File: src/rtl/uart_pkg.sv
// Shared UART definitions: arbiter FSM states and the parity-mode encoding used by uart_tx.
package uart_pkg;

  typedef enum logic [1:0] {
    IDLE  = 2'd0,
    FETCH = 2'd1,
    SEND  = 2'd2,
    WAIT  = 2'd3
  } arb_state_t;

  localparam logic [1:0] PARITY_NONE = 2'd0;
  localparam logic [1:0] PARITY_EVEN = 2'd1;
  localparam logic [1:0] PARITY_ODD  = 2'd2;

endpackage

File: src/rtl/uart_tx_arbiter_if.sv
// Requester byte streams plus the uart_tx data handshake, bundled for the arbiter.
interface uart_tx_arbiter_if #(
  parameter int unsigned NUM_REQ    = 4,
  parameter int unsigned DATA_WIDTH = 8
);

  logic [NUM_REQ*DATA_WIDTH-1:0] req_data;
  logic [NUM_REQ-1:0]            req_valid;
  logic [NUM_REQ-1:0]            req_last;
  logic [NUM_REQ-1:0]            req_ready;

  logic [DATA_WIDTH-1:0]         tx_data;
  logic                          tx_valid;
  logic                          tx_ready;
  logic                          tx_done;

  // Driven by the requesters and the uart_tx model.
  modport master (
    output req_data,
    output req_valid,
    output req_last,
    input  req_ready,
    input  tx_data,
    input  tx_valid,
    output tx_ready,
    output tx_done
  );

  // Used by the arbiter.
  modport slave (
    input  req_data,
    input  req_valid,
    input  req_last,
    output req_ready,
    output tx_data,
    output tx_valid,
    input  tx_ready,
    input  tx_done
  );

endinterface

File: src/rtl/uart_rr_arbiter.sv
// Combinational rotate-priority search: first set request at or above rr_ptr, wrapping to 0.
module uart_rr_arbiter #(
  parameter int unsigned NUM_REQ = 4
) (
  input  logic [NUM_REQ-1:0]         req,
  input  logic [$clog2(NUM_REQ)-1:0] rr_ptr,
  output logic [$clog2(NUM_REQ)-1:0] winner,
  output logic                       any_req
);

  localparam int unsigned IdW = $clog2(NUM_REQ);

  logic [IdW-1:0] idx;

  always_comb begin
    winner  = '0;
    any_req = 1'b0;
    idx     = '0;
    for (int unsigned k = 0; k < NUM_REQ; k++) begin
      idx = IdW'((32'(rr_ptr) + k) % NUM_REQ);
      if (!any_req && req[idx]) begin
        any_req = 1'b1;
        winner  = idx;
      end
    end
  end

endmodule

File: src/rtl/uart_tx_arbiter.sv
// Round-robin, frame-locking arbiter sharing one uart_tx among NUM_REQ byte streams.
// Optional stall timeout on a locked requester: define UART_ARB_TIMEOUT_EN.
module uart_tx_arbiter
  import uart_pkg::*;
#(
  parameter int unsigned NUM_REQ      = 4,
  parameter int unsigned DATA_WIDTH   = 8,
  parameter int unsigned MAX_BURST    = 16,
  parameter int unsigned IDLE_TIMEOUT = 1024
) (
  input  logic                       clk,
  input  logic                       rst_n,
  uart_tx_arbiter_if.slave           bus,
  output logic                       grant_valid,
  output logic [$clog2(NUM_REQ)-1:0] grant_id,
  output logic                       frame_done
`ifdef UART_ARB_TIMEOUT_EN
  ,
  output logic                       timeout_evt
`endif
);

  localparam int unsigned IdW  = $clog2(NUM_REQ);
  localparam int unsigned CntW = $clog2(MAX_BURST) + 1;

  localparam logic [IdW-1:0]  LastId    = IdW'(NUM_REQ - 1);
  localparam logic [CntW-1:0] BurstLast = CntW'(MAX_BURST - 1);

  if (NUM_REQ < 2 || NUM_REQ > 16) begin : g_bad_num_req
    $error("NUM_REQ must be in 2..16");
  end
  if (MAX_BURST < 1 || MAX_BURST > 256) begin : g_bad_max_burst
    $error("MAX_BURST must be in 1..256");
  end
  if (IDLE_TIMEOUT < 1) begin : g_bad_idle_timeout
    $error("IDLE_TIMEOUT must be nonzero");
  end

  arb_state_t            state_q, state_d;
  logic [IdW-1:0]        rr_ptr_q, rr_ptr_d;
  logic [IdW-1:0]        grant_id_q, grant_id_d;
  logic                  grant_valid_q, grant_valid_d;
  logic [CntW-1:0]       burst_cnt_q, burst_cnt_d;
  logic [DATA_WIDTH-1:0] tx_data_q, tx_data_d;
  logic                  last_q, last_d;
  logic                  frame_done_q, frame_done_d;

  logic [IdW-1:0]        winner;
  logic                  any_req;
  logic                  release_lock;
  logic [NUM_REQ-1:0]    req_ready;

  logic [DATA_WIDTH-1:0] req_bytes [NUM_REQ];
  logic                  gnt_valid;
  logic                  gnt_last;
  logic [DATA_WIDTH-1:0] gnt_data;

  for (genvar g = 0; g < NUM_REQ; g++) begin : g_unpack
    assign req_bytes[g] = bus.req_data[g*DATA_WIDTH +: DATA_WIDTH];
  end

  assign gnt_valid = bus.req_valid[grant_id_q];
  assign gnt_last  = bus.req_last[grant_id_q];
  assign gnt_data  = req_bytes[grant_id_q];

  uart_rr_arbiter #(
    .NUM_REQ(NUM_REQ)
  ) u_rr_arbiter (
    .req    (bus.req_valid),
    .rr_ptr (rr_ptr_q),
    .winner (winner),
    .any_req(any_req)
  );

`ifdef UART_ARB_TIMEOUT_EN
  localparam int unsigned        StallW    = $clog2(IDLE_TIMEOUT) + 1;
  localparam logic [StallW-1:0]  StallLast = StallW'(IDLE_TIMEOUT - 1);

  logic [StallW-1:0] stall_q, stall_d;
  logic              timeout_q, timeout_d;
`endif

  always_comb begin
    state_d       = state_q;
    rr_ptr_d      = rr_ptr_q;
    grant_id_d    = grant_id_q;
    grant_valid_d = grant_valid_q;
    burst_cnt_d   = burst_cnt_q;
    tx_data_d     = tx_data_q;
    last_d        = last_q;
    frame_done_d  = 1'b0;
    release_lock  = 1'b0;
    req_ready     = '0;
`ifdef UART_ARB_TIMEOUT_EN
    stall_d       = stall_q;
    timeout_d     = 1'b0;
`endif

    unique case (state_q)
      IDLE: begin
        if (any_req) begin
          grant_id_d    = winner;
          grant_valid_d = 1'b1;
          burst_cnt_d   = '0;
          state_d       = FETCH;
        end
      end
      FETCH: begin
        req_ready[grant_id_q] = gnt_valid;
        if (gnt_valid) begin
          tx_data_d = gnt_data;
          last_d    = gnt_last;
          state_d   = SEND;
`ifdef UART_ARB_TIMEOUT_EN
        end else if (stall_q == StallLast) begin
          release_lock = 1'b1;
          timeout_d    = 1'b1;
        end else begin
          stall_d = stall_q + 1'b1;
`endif
        end
      end
      SEND: begin
        if (bus.tx_ready) state_d = WAIT;
      end
      WAIT: begin
        if (bus.tx_done) begin
          burst_cnt_d = burst_cnt_q + 1'b1;
          if (last_q || burst_cnt_q == BurstLast) release_lock = 1'b1;
          else                                    state_d      = FETCH;
        end
      end
      default: state_d = IDLE;
    endcase

    // Releasing requester drops to lowest priority for the next arbitration.
    if (release_lock) begin
      state_d       = IDLE;
      grant_valid_d = 1'b0;
      frame_done_d  = 1'b1;
      rr_ptr_d      = (grant_id_q == LastId) ? '0 : grant_id_q + 1'b1;
    end

`ifdef UART_ARB_TIMEOUT_EN
    // Held at zero outside FETCH so every entry into FETCH starts a fresh stall count.
    if (state_q != FETCH) stall_d = '0;
`endif
  end

  always_ff @(posedge clk or negedge rst_n) begin
    if (!rst_n) begin
      state_q       <= IDLE;
      rr_ptr_q      <= '0;
      grant_id_q    <= '0;
      grant_valid_q <= 1'b0;
      burst_cnt_q   <= '0;
      tx_data_q     <= '0;
      last_q        <= 1'b0;
      frame_done_q  <= 1'b0;
    end else begin
      state_q       <= state_d;
      rr_ptr_q      <= rr_ptr_d;
      grant_id_q    <= grant_id_d;
      grant_valid_q <= grant_valid_d;
      burst_cnt_q   <= burst_cnt_d;
      tx_data_q     <= tx_data_d;
      last_q        <= last_d;
      frame_done_q  <= frame_done_d;
    end
  end

`ifdef UART_ARB_TIMEOUT_EN
  always_ff @(posedge clk or negedge rst_n) begin
    if (!rst_n) begin
      stall_q   <= '0;
      timeout_q <= 1'b0;
    end else begin
      stall_q   <= stall_d;
      timeout_q <= timeout_d;
    end
  end

  assign timeout_evt = timeout_q;
`endif

  assign bus.req_ready = req_ready;
  assign bus.tx_valid  = (state_q == SEND);
  assign bus.tx_data   = tx_data_q;
  assign grant_valid   = grant_valid_q;
  assign grant_id      = grant_id_q;
  assign frame_done    = frame_done_q;

endmodule

File: src/flat_wrapper.sv
// flat-port wrapper written by rule: the top's interface ports become plain ports
module uart_tx_arbiter_flat import uart_pkg::*;
#(
  parameter int unsigned NUM_REQ      = 4,
  parameter int unsigned DATA_WIDTH   = 8,
  parameter int unsigned MAX_BURST    = 16,
  parameter int unsigned IDLE_TIMEOUT = 1024
)
  (clk, rst_n, grant_valid, grant_id, frame_done, bus_req_data, bus_req_valid, bus_req_last, bus_req_ready, bus_tx_data, bus_tx_valid, bus_tx_ready, bus_tx_done);
  uart_tx_arbiter_if #(.NUM_REQ(NUM_REQ), .DATA_WIDTH(DATA_WIDTH)) bus_i ();
  input  logic clk;
  input  logic rst_n;
  output logic grant_valid;
  output logic [$clog2(NUM_REQ)-1:0] grant_id;
  output logic frame_done;
  input wire logic [$bits(bus_i.req_data)-1:0] bus_req_data;
  input wire logic [$bits(bus_i.req_valid)-1:0] bus_req_valid;
  input wire logic [$bits(bus_i.req_last)-1:0] bus_req_last;
  output wire logic [$bits(bus_i.req_ready)-1:0] bus_req_ready;
  output wire logic [$bits(bus_i.tx_data)-1:0] bus_tx_data;
  output wire logic [$bits(bus_i.tx_valid)-1:0] bus_tx_valid;
  input wire logic [$bits(bus_i.tx_ready)-1:0] bus_tx_ready;
  input wire logic [$bits(bus_i.tx_done)-1:0] bus_tx_done;
  assign bus_i.req_data = bus_req_data;
  assign bus_i.req_valid = bus_req_valid;
  assign bus_i.req_last = bus_req_last;
  assign bus_req_ready = bus_i.req_ready;
  assign bus_tx_data = bus_i.tx_data;
  assign bus_tx_valid = bus_i.tx_valid;
  assign bus_i.tx_ready = bus_tx_ready;
  assign bus_i.tx_done = bus_tx_done;
  uart_tx_arbiter #(.NUM_REQ(NUM_REQ), .DATA_WIDTH(DATA_WIDTH), .MAX_BURST(MAX_BURST), .IDLE_TIMEOUT(IDLE_TIMEOUT)) u_core (.clk(clk), .rst_n(rst_n), .bus(bus_i), .grant_valid(grant_valid), .grant_id(grant_id), .frame_done(frame_done));
endmodule
File: config.mk
export PLATFORM = sky130hd
export DESIGN_NAME = uart_tx_arbiter_flat
export DESIGN_NICKNAME = d
export VERILOG_FILES = /design/src/rtl/uart_pkg.sv /design/src/rtl/uart_tx_arbiter_if.sv /design/src/rtl/uart_rr_arbiter.sv /design/src/rtl/uart_tx_arbiter.sv /design/src/flat_wrapper.sv
export SDC_FILE = /design/constraint.sdc
export NUM_CORES = 1
export LEC_CHECK = 0
export ABC_CLOCK_PERIOD_IN_PS = 2300
export BUFFER_PORTS_ARGS = -buffer_cell sky130_fd_sc_hd__buf_2
export CAP_MARGIN = 10
export CORE_ASPECT_RATIO = 1.2
export CORE_MARGIN = 3
export CORE_UTILIZATION = 45
export DETAILED_ROUTE_END_ITERATION = 10
export HOLD_SLACK_MARGIN = 0.03
export PLACE_DENSITY = 0.76
export SLEW_MARGIN = 20
export SYNTH_ARGS = -nofsm -noshare
export SYNTH_HDL_FRONTEND = slang
export SYNTH_SLANG_ARGS = --single-unit
File: constraint.sdc
create_clock -name clk -period 2.3 [get_ports clk]
set_input_delay 0.115 -clock clk [delete_from_list [all_inputs] [get_ports clk]]
set_output_delay 0.115 -clock clk [all_outputs]
set_load 0.02 [all_outputs]
==> results of run 1 <==
==> worst max-delay path, stage by stage, from the launching register on <==
cell,delay (ps)
dfrtp_1,440
ha_1,240
and3_1,190
ha_1,200
o21ai_2,220
nand2_1,100
o21ai_2,170
mux2_2,350
==> layout make-up <==
class,instances,area (um2),area share
Clock buffer,3,22.5,0.0122
Clock inverter,1,30.0,0.0163
Multi-Input combinational cell,83,838,0.456
Sequential cell,22,551,0.299
Timing Repair Buffer,63,325,0.177
Tap cell,34,42.5,0.0231
Inverter,8,30.0,0.0163
==> worst max-delay path by stage <==
stage | slack [ps] | startpoint | cells after the start | end
6_report | 290 | u_core.burst_cnt_q[0]$_DFFE_PN0P_ | 7 | u_core.state_q[1]$_DFFE_PN0P_
3_5_place_dp | 310 | u_core.burst_cnt_q[0]$_DFFE_PN0P_ | 7 | u_core.state_q[1]$_DFFE_PN0P_
2_1_floorplan | 450 | u_core.burst_cnt_q[0]$_DFFE_PN0P_ | 7 | u_core.state_q[0]$_DFFE_PN0P_
5_1_grt | 190 | u_core.burst_cnt_q[0]$_DFFE_PN0P_ | 7 | u_core.state_q[1]$_DFFE_PN0P_
3_3_place_gp | 370 | u_core.burst_cnt_q[0]$_DFFE_PN0P_ | 7 | u_core.state_q[1]$_DFFE_PN0P_
4_1_cts | 290 | u_core.burst_cnt_q[0]$_DFFE_PN0P_ | 7 | u_core.state_q[1]$_DFFE_PN0P_
==> flip-flops by register name, indices dropped and copies added (netlist names) <==
signal / flops
u_core.bus.tx_data: 8
u_core.burst_cnt_q: 5
u_core.grant_id: 2
u_core.rr_ptr_q: 2
u_core.state_q: 2
u_core.frame_done: 1
u_core.grant_valid: 1
u_core.last_q: 1
==> placed cells by master, fill, tap and decap left out, drive strengths merged <==
master,instances
nand3,1
o21a,1
buf,62
nand2,7
mux2i,1
mux4,10
a211oi,1
nand4,1
a21o,1
nor4,1
o2bb2ai,1
o41ai,2
mux2,13
and3,5
clkbuf,3
nor2b,1
a22o,6
dlygate4sd3,1
nand2b,2
dfrtp,22
bufinv,1
ha,11
a21oi,6
o22ai,1
a222oi,1
inv,8
nor2,5
o21ai,5
==> metal layers <==
metal | global-route usage | part of all wire
met5 | 0 | 0
met1 | 0.198 | 0.37
met2 | 0.323 | 0.56
met4 | 0.0522 | 0.0081
met3 | 0.0229 | 0.058
==> power groups by stage <==
stage	Combinational [mW]	Clock [mW]	Sequential, mW
6_report	1.21	0.306	0.668
5_1_grt	1.32	0.327	0.693
4_1_cts	1.22	0.307	0.669
3_5_place_dp	1.22	0	0.678
3_3_place_gp	1.18	0	0.662
2_1_floorplan	0.749	0	0.795
==> logic make-up after synthesis <==
group | after synthesis | share of synthesized area
flops | 22 | 0.386
fa+ha+maj | 11 | 0.0964
compound gates | 25 | 0.126
buf+inv | 10 | 0.0272
mux | 24 | 0.270
simple gates | 23 | 0.0947
==> timing repair <==
item,CTS,global route
resized for setup,0,0
hold endpoints to repair,22,0
hold buffers,1,0
==> per-stage QoR <==
| stage | instance area [um2] | hold slack (ps) | total power, mW | util | std cells |
|---|---|---|---|---|---|
| 2_1_floorplan | 1430 | -181 | 1.54 | - | 115 |
| 3_3_place_gp | 1780 | 99.9 | 1.84 | 0.609 | 209 |
| 3_5_place_dp | 1780 | 115 | 1.90 | 0.609 | 209 |
| 4_1_cts | 1840 | 131 | 2.20 | 0.631 | 214 |
| 5_1_grt | 1840 | 175 | 2.34 | 0.631 | 214 |
| 6_report | 1840 | 127 | 2.18 | 0.631 | 214 |
==> flow_summary.yaml, run 1 <==
sta:
  slew_viol_final: 0
  fin_crit_sh: 0.874
  hold_violations: 0
  finalClockSkew_ps: 3.50
  slew_headroom: 0.611
  finalSetupTns_ps: 0
  setup_viol: 0
  fin_crit_ps: 2010
  fmax_ghz: 0.498
  rsz0062_at_grt: "false"
  setup_slack_ps: 290
  worst_pin_slew_ps: 578
logic_synthesis:
  syn-num-nets: 170
  ys_warn_count: 0
  post_synth.cell_area_avg_um2: 12.4
  ys_seq_area_frac: 0.386
  post-synth-top-area-fraction: 0.386
  yosys_most_used_dff: "dfrtp_1"
  synth.distinct_cells: 29
  synthCells: 115
  async_flop_share: 1.00
  synth_top_area_cell: "dfrtp_1"
  synth.most_common_cell: "dfrtp_1"
  synth_seq_cells: 22
  yosys-top-cells-count: "22 x dfrtp_1, 13 x mux2_2, 11 x ha_1"
  netlist_area_um2: 1430
  synth_edf_count: 0
  yosys-top-cells-area: "dfrtp_1 39%, mux4_2 14%, mux2_2 10%, ha_1 9.6%, a22o_1 3.7%"
worst_hold_path:
  min-delay-start: "bus_tx_done"
  min_path_type: "in -> reg"
  worstHoldPathCells: 4
  hold-path-endpoint: "u_core.burst_cnt_q[2]$_DFFE_PN0P_"
setup_path:
  arrival_ps: 2230
  cp-start-kind: "flop"
  r2r_cells: 7
  end_kind: "flop"
  reg2reg_slack_ps: 290
  reg2reg_to: "u_core.state_q[1]$_DFFE_PN0P_"
  criticalPathCategory: "reg -> reg"
  r2r_start: "u_core.burst_cnt_q[0]$_DFFE_PN0P_"
  worstPathMaxFanout: 5
  cp.required_ps: 2520
clocking:
  clkLatencyLatePin_ps: 320
  path_clk_slew_ps: 130
  cts_buffer_depth: 2
  cts_max_level: 1
  root_buffer: "clkbuf_4"
  postCtsSetupBuffers: 0
  cts-buffers-inserted: 3
  cts.sinks: 22
  tritoncts: "done"
grt:
  grt_pass1_wl_mm: 5.21
  grt_antenna_before_repair: 0
  track_usage: 0.171
  grt-ovfl-total: 0
  grt_max_degree: 23
  grt_pass1_vias: 1149
power:
  internal_power_mw: 1.30
  power_frac_comb: 0.554
  swShare: 0.406
  clkPwrFrac: 0.140
  peakVddDrop_mv: 0.711
  power_leakage_nw: 0.929
  power.net_switching_uw: 888
  p_per_area_nw_per_um2: 1190
  seqPwrFrac: 0.306
finish:
  drive_gt1_frac: 0.511
  fillerInstances: 224
  diodes: 0
  syn_to_final_growth_pct: 28.8
  nets: 236
run_status:
  status: "finished, final reports clean"
floorplan:
  die_y_um: 67.7
  die_area_um2: 3890
  core_area_um2: 2920
  start_util: 0.489
  die_w_um: 57.4
  ios: 61
  rows: 21
route:
  vias_per_cell: 5.73
  drc: 0
  firstDrtPassIters: 5
  vias: 1226
  wl_per_cell_um: 15.6
  ant_nets: 0
  wl_mm: 3.33
  dr.first_iter.drc_count: 40
place:
  port_buffers: 60
  hpwlAfterDp_mm: 2.68
  pre_cts_ws_ps: 312
  place_congestion: 0.780
job:
  cap_violations: 0
Power figures use the tool's default switching activity.
==> run 2: changes to the inputs <==
--- a/config.mk
+++ b/config.mk
@@ -8,7 +8,7 @@
 export ABC_CLOCK_PERIOD_IN_PS = 2300
 export BUFFER_PORTS_ARGS = -buffer_cell sky130_fd_sc_hd__buf_2
 export CAP_MARGIN = 10
-export CORE_ASPECT_RATIO = 1.2
+export CORE_ASPECT_RATIO = 0.6
 export CORE_MARGIN = 3
 export CORE_UTILIZATION = 45
 export DETAILED_ROUTE_END_ITERATION = 10
==> run 2 against run 1 <==
  * Fmax grew 0.67%
  * Non-clock buffer count is the same
  * Power shrank 0.44%
  * Largest cell class unchanged
  * Count of clock-buffer cells in the layout grew 1
  * Via count shrank 2.1%
  * Cell count grew 3.7%
  * Die area grew 0.51%
  * Combinational power is essentially flat
  * Wire length grew 5.2%
  * Final area grew 0.68%
  * Utilization shrank 0.22 points
  * Clock power shrank 9.2%
==> flow_summary.yaml, run 2 (same netlist as run 1, synthesis figures left out) <==
power:
  power_leakage_nw: 0.930
  design_power_total_mw: 2.18
  peakVddDrop_mv: 0.663
  p_per_area_nw_per_um2: 1170
sta:
  fmax_ghz: 0.501
  timing.hold.ws_ps: 193
  finalSetupTns_ps: 0
  setup_viol: 0
  fin_crit_sh: 0.868
  slew_viol_final: 0
  fin_crit_ps: 2000
  finalClockSkew_ps: 3.09
  hold_violations: 0
  setup_slack_ps: 303
  rsz0062_at_grt: "false"
  slew_headroom: 0.620
  worst_pin_slew_ps: 564
worst_hold_path:
  min_path_type: "in -> reg"
job:
  cap_violations: 0
grt:
  grt_max_degree: 23
  grt_antenna_before_repair: 0
  track_usage: 0.188
  grt_pass1_wl_mm: 5.63
  grt_pass1_vias: 1203
  grt-ovfl-total: 0
route:
  vias_per_cell: 5.41
  vias: 1200
  wl_mm: 3.50
  wl_per_cell_um: 15.8
  drc: 0
  dr.first_iter.drc_count: 42
  ant_nets: 0
  firstDrtPassIters: 4
place:
  hpwlAfterDp_mm: 2.85
  place_congestion: 0.810
  pre_cts_ws_ps: 328
  port_buffers: 60
setup_path:
  max_stage_delay_ps: 420
  criticalPathCategory: "reg -> reg"
  cp.required_ps: 2460
  worstPathMaxFanout: 5
  cp-start-kind: "flop"
  end_kind: "flop"
  cp_slowest_cell: "dfrtp_1"
  crit_chain: "ha_1 > and3_1 > ha_1 > o21ai_2 > nand2_1 > o21ai_2 > mux2_2"
  arrival_ps: 2150
clocking:
  cts-buffers-inserted: 3
  cts_max_level: 1
  root_buffer: "clkbuf_8"
  cts-resized-gates: 0
  cts_buffer_depth: 2
  cts.sinks: 22
  path_clk_slew_ps: 80
  tritoncts: "done"
  clkLatencyLatePin_ps: 270
finish:
  drive_gt1_frac: 0.511
  final_common_cell: "buf_2"
  final_cell_mix: "60 x buf_2, 22 x dfrtp_1, 13 x mux2_2"
  diodes: 0
  fin_util: 0.628
  largest_reg_flops: 8
  nets: 236
  syn_to_final_growth_pct: 29.7
floorplan:
  die_y_um: 49.6
  core_area_um2: 2950
  die_w_um: 78.7
  start_util: 0.485
  ios: 61
  rows: 15
  die_area_um2: 3910
run_status:
  status: "finished, final reports clean"
-- run 2: final timing paths --
check	start	end	slack [ps]	depth (start not counted)
max in group asynchronous	rst_n	u_core.bus.tx_data[3]$_DFFE_PN0P_	1610	2
worst min register to register	u_core.bus.tx_data[1]$_DFFE_PN0P_	u_core.bus.tx_data[1]$_DFFE_PN0P_	500	1
worst max register to register	u_core.burst_cnt_q[0]$_DFFE_PN0P_	u_core.state_q[1]$_DFFE_PN0P_	300	7
worst min-delay path	bus_tx_done	u_core.burst_cnt_q[2]$_DFFE_PN0P_	190	4
min in group asynchronous	rst_n	u_core.bus.tx_data[7]$_DFFE_PN0P_	350	2
worst max-delay path	u_core.burst_cnt_q[0]$_DFFE_PN0P_	u_core.state_q[1]$_DFFE_PN0P_	300	7
-- run 2: timing repair --
action,in CTS,in global routing
setup buffers,0,0
hold endpoints to repair,22,0
hold buffers,1,0
-- run 2: worst max-delay path: cells and delay by family, from the launching register on --
kind / cells / cell delay [ps]
simple gates: 2 / 280
mux: 1 / 350
flops: 1 / 420
fa+ha+maj: 2 / 450
compound gates: 2 / 390
-- run 2: cell type report --
| cell class | count | area, um2 |
|---|---|---|
| well taps | 42 | 52.6 |
| fillers | 249 | 1090 |
| multi-input cells | 83 | 838 |
| flip-flops and latches | 22 | 551 |
| clock buffers | 4 | 55.1 |
| repair buffers | 63 | 325 |
| inverters | 8 | 30.0 |
-- run 2: report_power, final --
| part | switching [mW] | internal, mW |
|---|---|---|
| Sequential | 0.116 | 0.553 |
| Combinational | 0.655 | 0.573 |
| Clock | 0.125 | 0.153 |
-- run 2: metrics by stage --
stage | instances | area [um2]
after floorplan | 115 | 1430
after global placement | 217 | 1790
after detailed placement | 217 | 1790
after CTS | 222 | 1850
after global routing | 222 | 1850
final | 222 | 1850
-- run 2: metal layers --
metal | GRT usage | routed length [um] | part of all wire
met2 | 0.328 | 1900 | 0.54
met1 | 0.238 | 1420 | 0.41
met3 | 0.0401 | 160 | 0.046
met5 | 0 | 0 | 0
met4 | 0.0465 | 25 | 0.0071
==> run 3: changes to the inputs <==
--- a/config.mk
+++ b/config.mk
@@ -8,12 +8,14 @@
 export ABC_CLOCK_PERIOD_IN_PS = 2300
 export BUFFER_PORTS_ARGS = -buffer_cell sky130_fd_sc_hd__buf_2
 export CAP_MARGIN = 10
+export CELL_PAD_IN_SITES_DETAIL_PLACEMENT = 1
+export CELL_PAD_IN_SITES_GLOBAL_PLACEMENT = 1
 export CORE_ASPECT_RATIO = 0.6
 export CORE_MARGIN = 3
-export CORE_UTILIZATION = 45
+export CORE_UTILIZATION = 36
 export DETAILED_ROUTE_END_ITERATION = 10
 export HOLD_SLACK_MARGIN = 0.03
-export PLACE_DENSITY = 0.76
+export PLACE_DENSITY = 0.79
 export SLEW_MARGIN = 20
 export SYNTH_ARGS = -nofsm -noshare
 export SYNTH_HDL_FRONTEND = slang
==> run 3 against run 2 <==
  * Global-route usage shrank 0.34 points
  * Cell count up 2.3%
  * Sequential power is 0.6% higher
  * Largest cell class unchanged
==> flow_summary.yaml, run 3 (same netlist as run 1, synthesis figures left out) <==
route:
  wl_per_cell_um: 18.7
  wl_mm: 4.25
  dr.first_iter.drc_count: 41
  firstDrtPassIters: 4
  drc: 0
  vias_per_cell: 5.33
  vias: 1210
  ant_nets: 0
floorplan:
  die_y_um: 54.8
  start_util: 0.381
  ios: 61
  die_area_um2: 4780
  die_w_um: 87.3
  rows: 17
  core_area_um2: 3740
power:
  power_leakage_nw: 0.937
  peakVddDrop_mv: 0.568
  p_per_area_nw_per_um2: 1230
grt:
  grt-ovfl-total: 0
  grt_antenna_before_repair: 0
  grt_pass1_wl_mm: 6.42
  grt_max_degree: 23
  grt_pass1_vias: 1264
  track_usage: 0.185
finish:
  final_common_cell: "buf_2"
  diodes: 0
  final_cell_count_no_fill: 227
  largest_reg_flops: 8
  nets: 236
  syn_to_final_growth_pct: 31.3
  drive_gt1_frac: 0.511
  fin_area_um2: 1870
  final_cell_mix: "60 x buf_2, 22 x dfrtp_1, 13 x mux2_2"
sta:
  setup_viol: 0
  slew_headroom: 0.591
  hold_violations: 0
  rsz0062_at_grt: "false"
  fin_crit_sh: 0.896
  slew_viol_final: 0
  finalSetupTns_ps: 0
  finalClockSkew_ps: 6.25
  fin_crit_ps: 2060
  worst_pin_slew_ps: 607
  fmax_ghz: 0.485
  setup_slack_ps: 239
  timing.hold.ws_ps: 196
job:
  cap_violations: 0
place:
  placed_cells: 222
  hpwlAfterDp_mm: 3.48
  placed_cell_area_um2: 1790
  place_congestion: 0.935
  pre_cts_ws_ps: 302
  port_buffers: 60
clocking:
  path_clk_slew_ps: 90
  cts-buffers-inserted: 3
  tritoncts: "done"
  root_buffer: "clkbuf_8"
  cts_max_level: 1
  clkLatencyLatePin_ps: 270
  cts.sinks: 22
  cts-resized-gates: 0
  cts_buffer_depth: 2
setup_path:
  arrival_ps: 2210
  criticalPathCategory: "reg -> reg"
  worstPathMaxFanout: 5
  cp.required_ps: 2450
  end_kind: "flop"
  cp-start-kind: "flop"
run_status:
  status: "finished, final reports clean"
worst_hold_path:
  min_path_type: "in -> reg"
run 3: routing by layer:
metal / track usage / up-vias / part of all wire
met2: 0.331 / 15 / 0.54
met5: 0 / - / 0
met3: 0.0496 / 4 / 0.038
li1: - / 568 / -
met4: 0.0459 / 0 / 0.0087
met1: 0.224 / 623 / 0.42
run 3: critical path, stage by stage, from the launching register on:
cell and delay, ps:
dfrtp_1 430, ha_1 240, and3_1 200, ha_1 210, o21ai_2 240, nand2_1 120
o21ai_2 170, mux2_2 350
run 3: worst paths after layout:
check                                                   from                           endpoint  slack [ps]  cells after the start
setup / recovery           u_core.burst_cnt_q[0]$_DFFE_PN0P_      u_core.state_q[1]$_DFFE_PN0P_         240                      7
hold / removal                                   bus_tx_done  u_core.burst_cnt_q[2]$_DFFE_PN0P_         200                      4
setup reg to reg           u_core.burst_cnt_q[0]$_DFFE_PN0P_      u_core.state_q[1]$_DFFE_PN0P_         240                      7
hold reg to reg            u_core.bus.tx_data[1]$_DFFE_PN0P_  u_core.bus.tx_data[1]$_DFFE_PN0P_         510                      1
max in group asynchronous                              rst_n  u_core.bus.tx_data[2]$_DFFE_PN0P_        1580                      2
min in group asynchronous                              rst_n  u_core.bus.tx_data[7]$_DFFE_PN0P_         360                      2
run 3: power by group:
group | switching (mW) | internal, mW | leakage (nW) | total [mW]
logic | 0.684 | 0.576 | 0.631 | 1.26
registers | 0.120 | 0.553 | 0.270 | 0.673
clock network | 0.132 | 0.233 | 0.0357 | 0.365
total | 0.937 | 1.36 | 0.937 | 2.30
run 3: repair_timing:
item                      CTS  global route
hold endpoints to repair   22             0
setup buffers               0             0
hold buffers                1             0
run 3: area by class of cell:
type | instances | area, um2
repair buffers | 63 | 325
inverters | 8 | 30.0
well taps | 47 | 58.8
clock inverters | 1 | 30.0
clock buffers | 3 | 41.3
flip-flops and latches | 22 | 551
fillers | 423 | 1870
multi-input cells | 83 | 838
run 3: per-stage QoR:
| step | power [mW] | util |
|---|---|---|
| final | 2.30 | 0.501 |
| after global routing | 2.47 | 0.501 |
| after CTS | 2.33 | 0.501 |
| after detailed placement | 1.95 | 0.479 |
| after global placement | 1.86 | 0.479 |
| after floorplan | 1.54 | - |
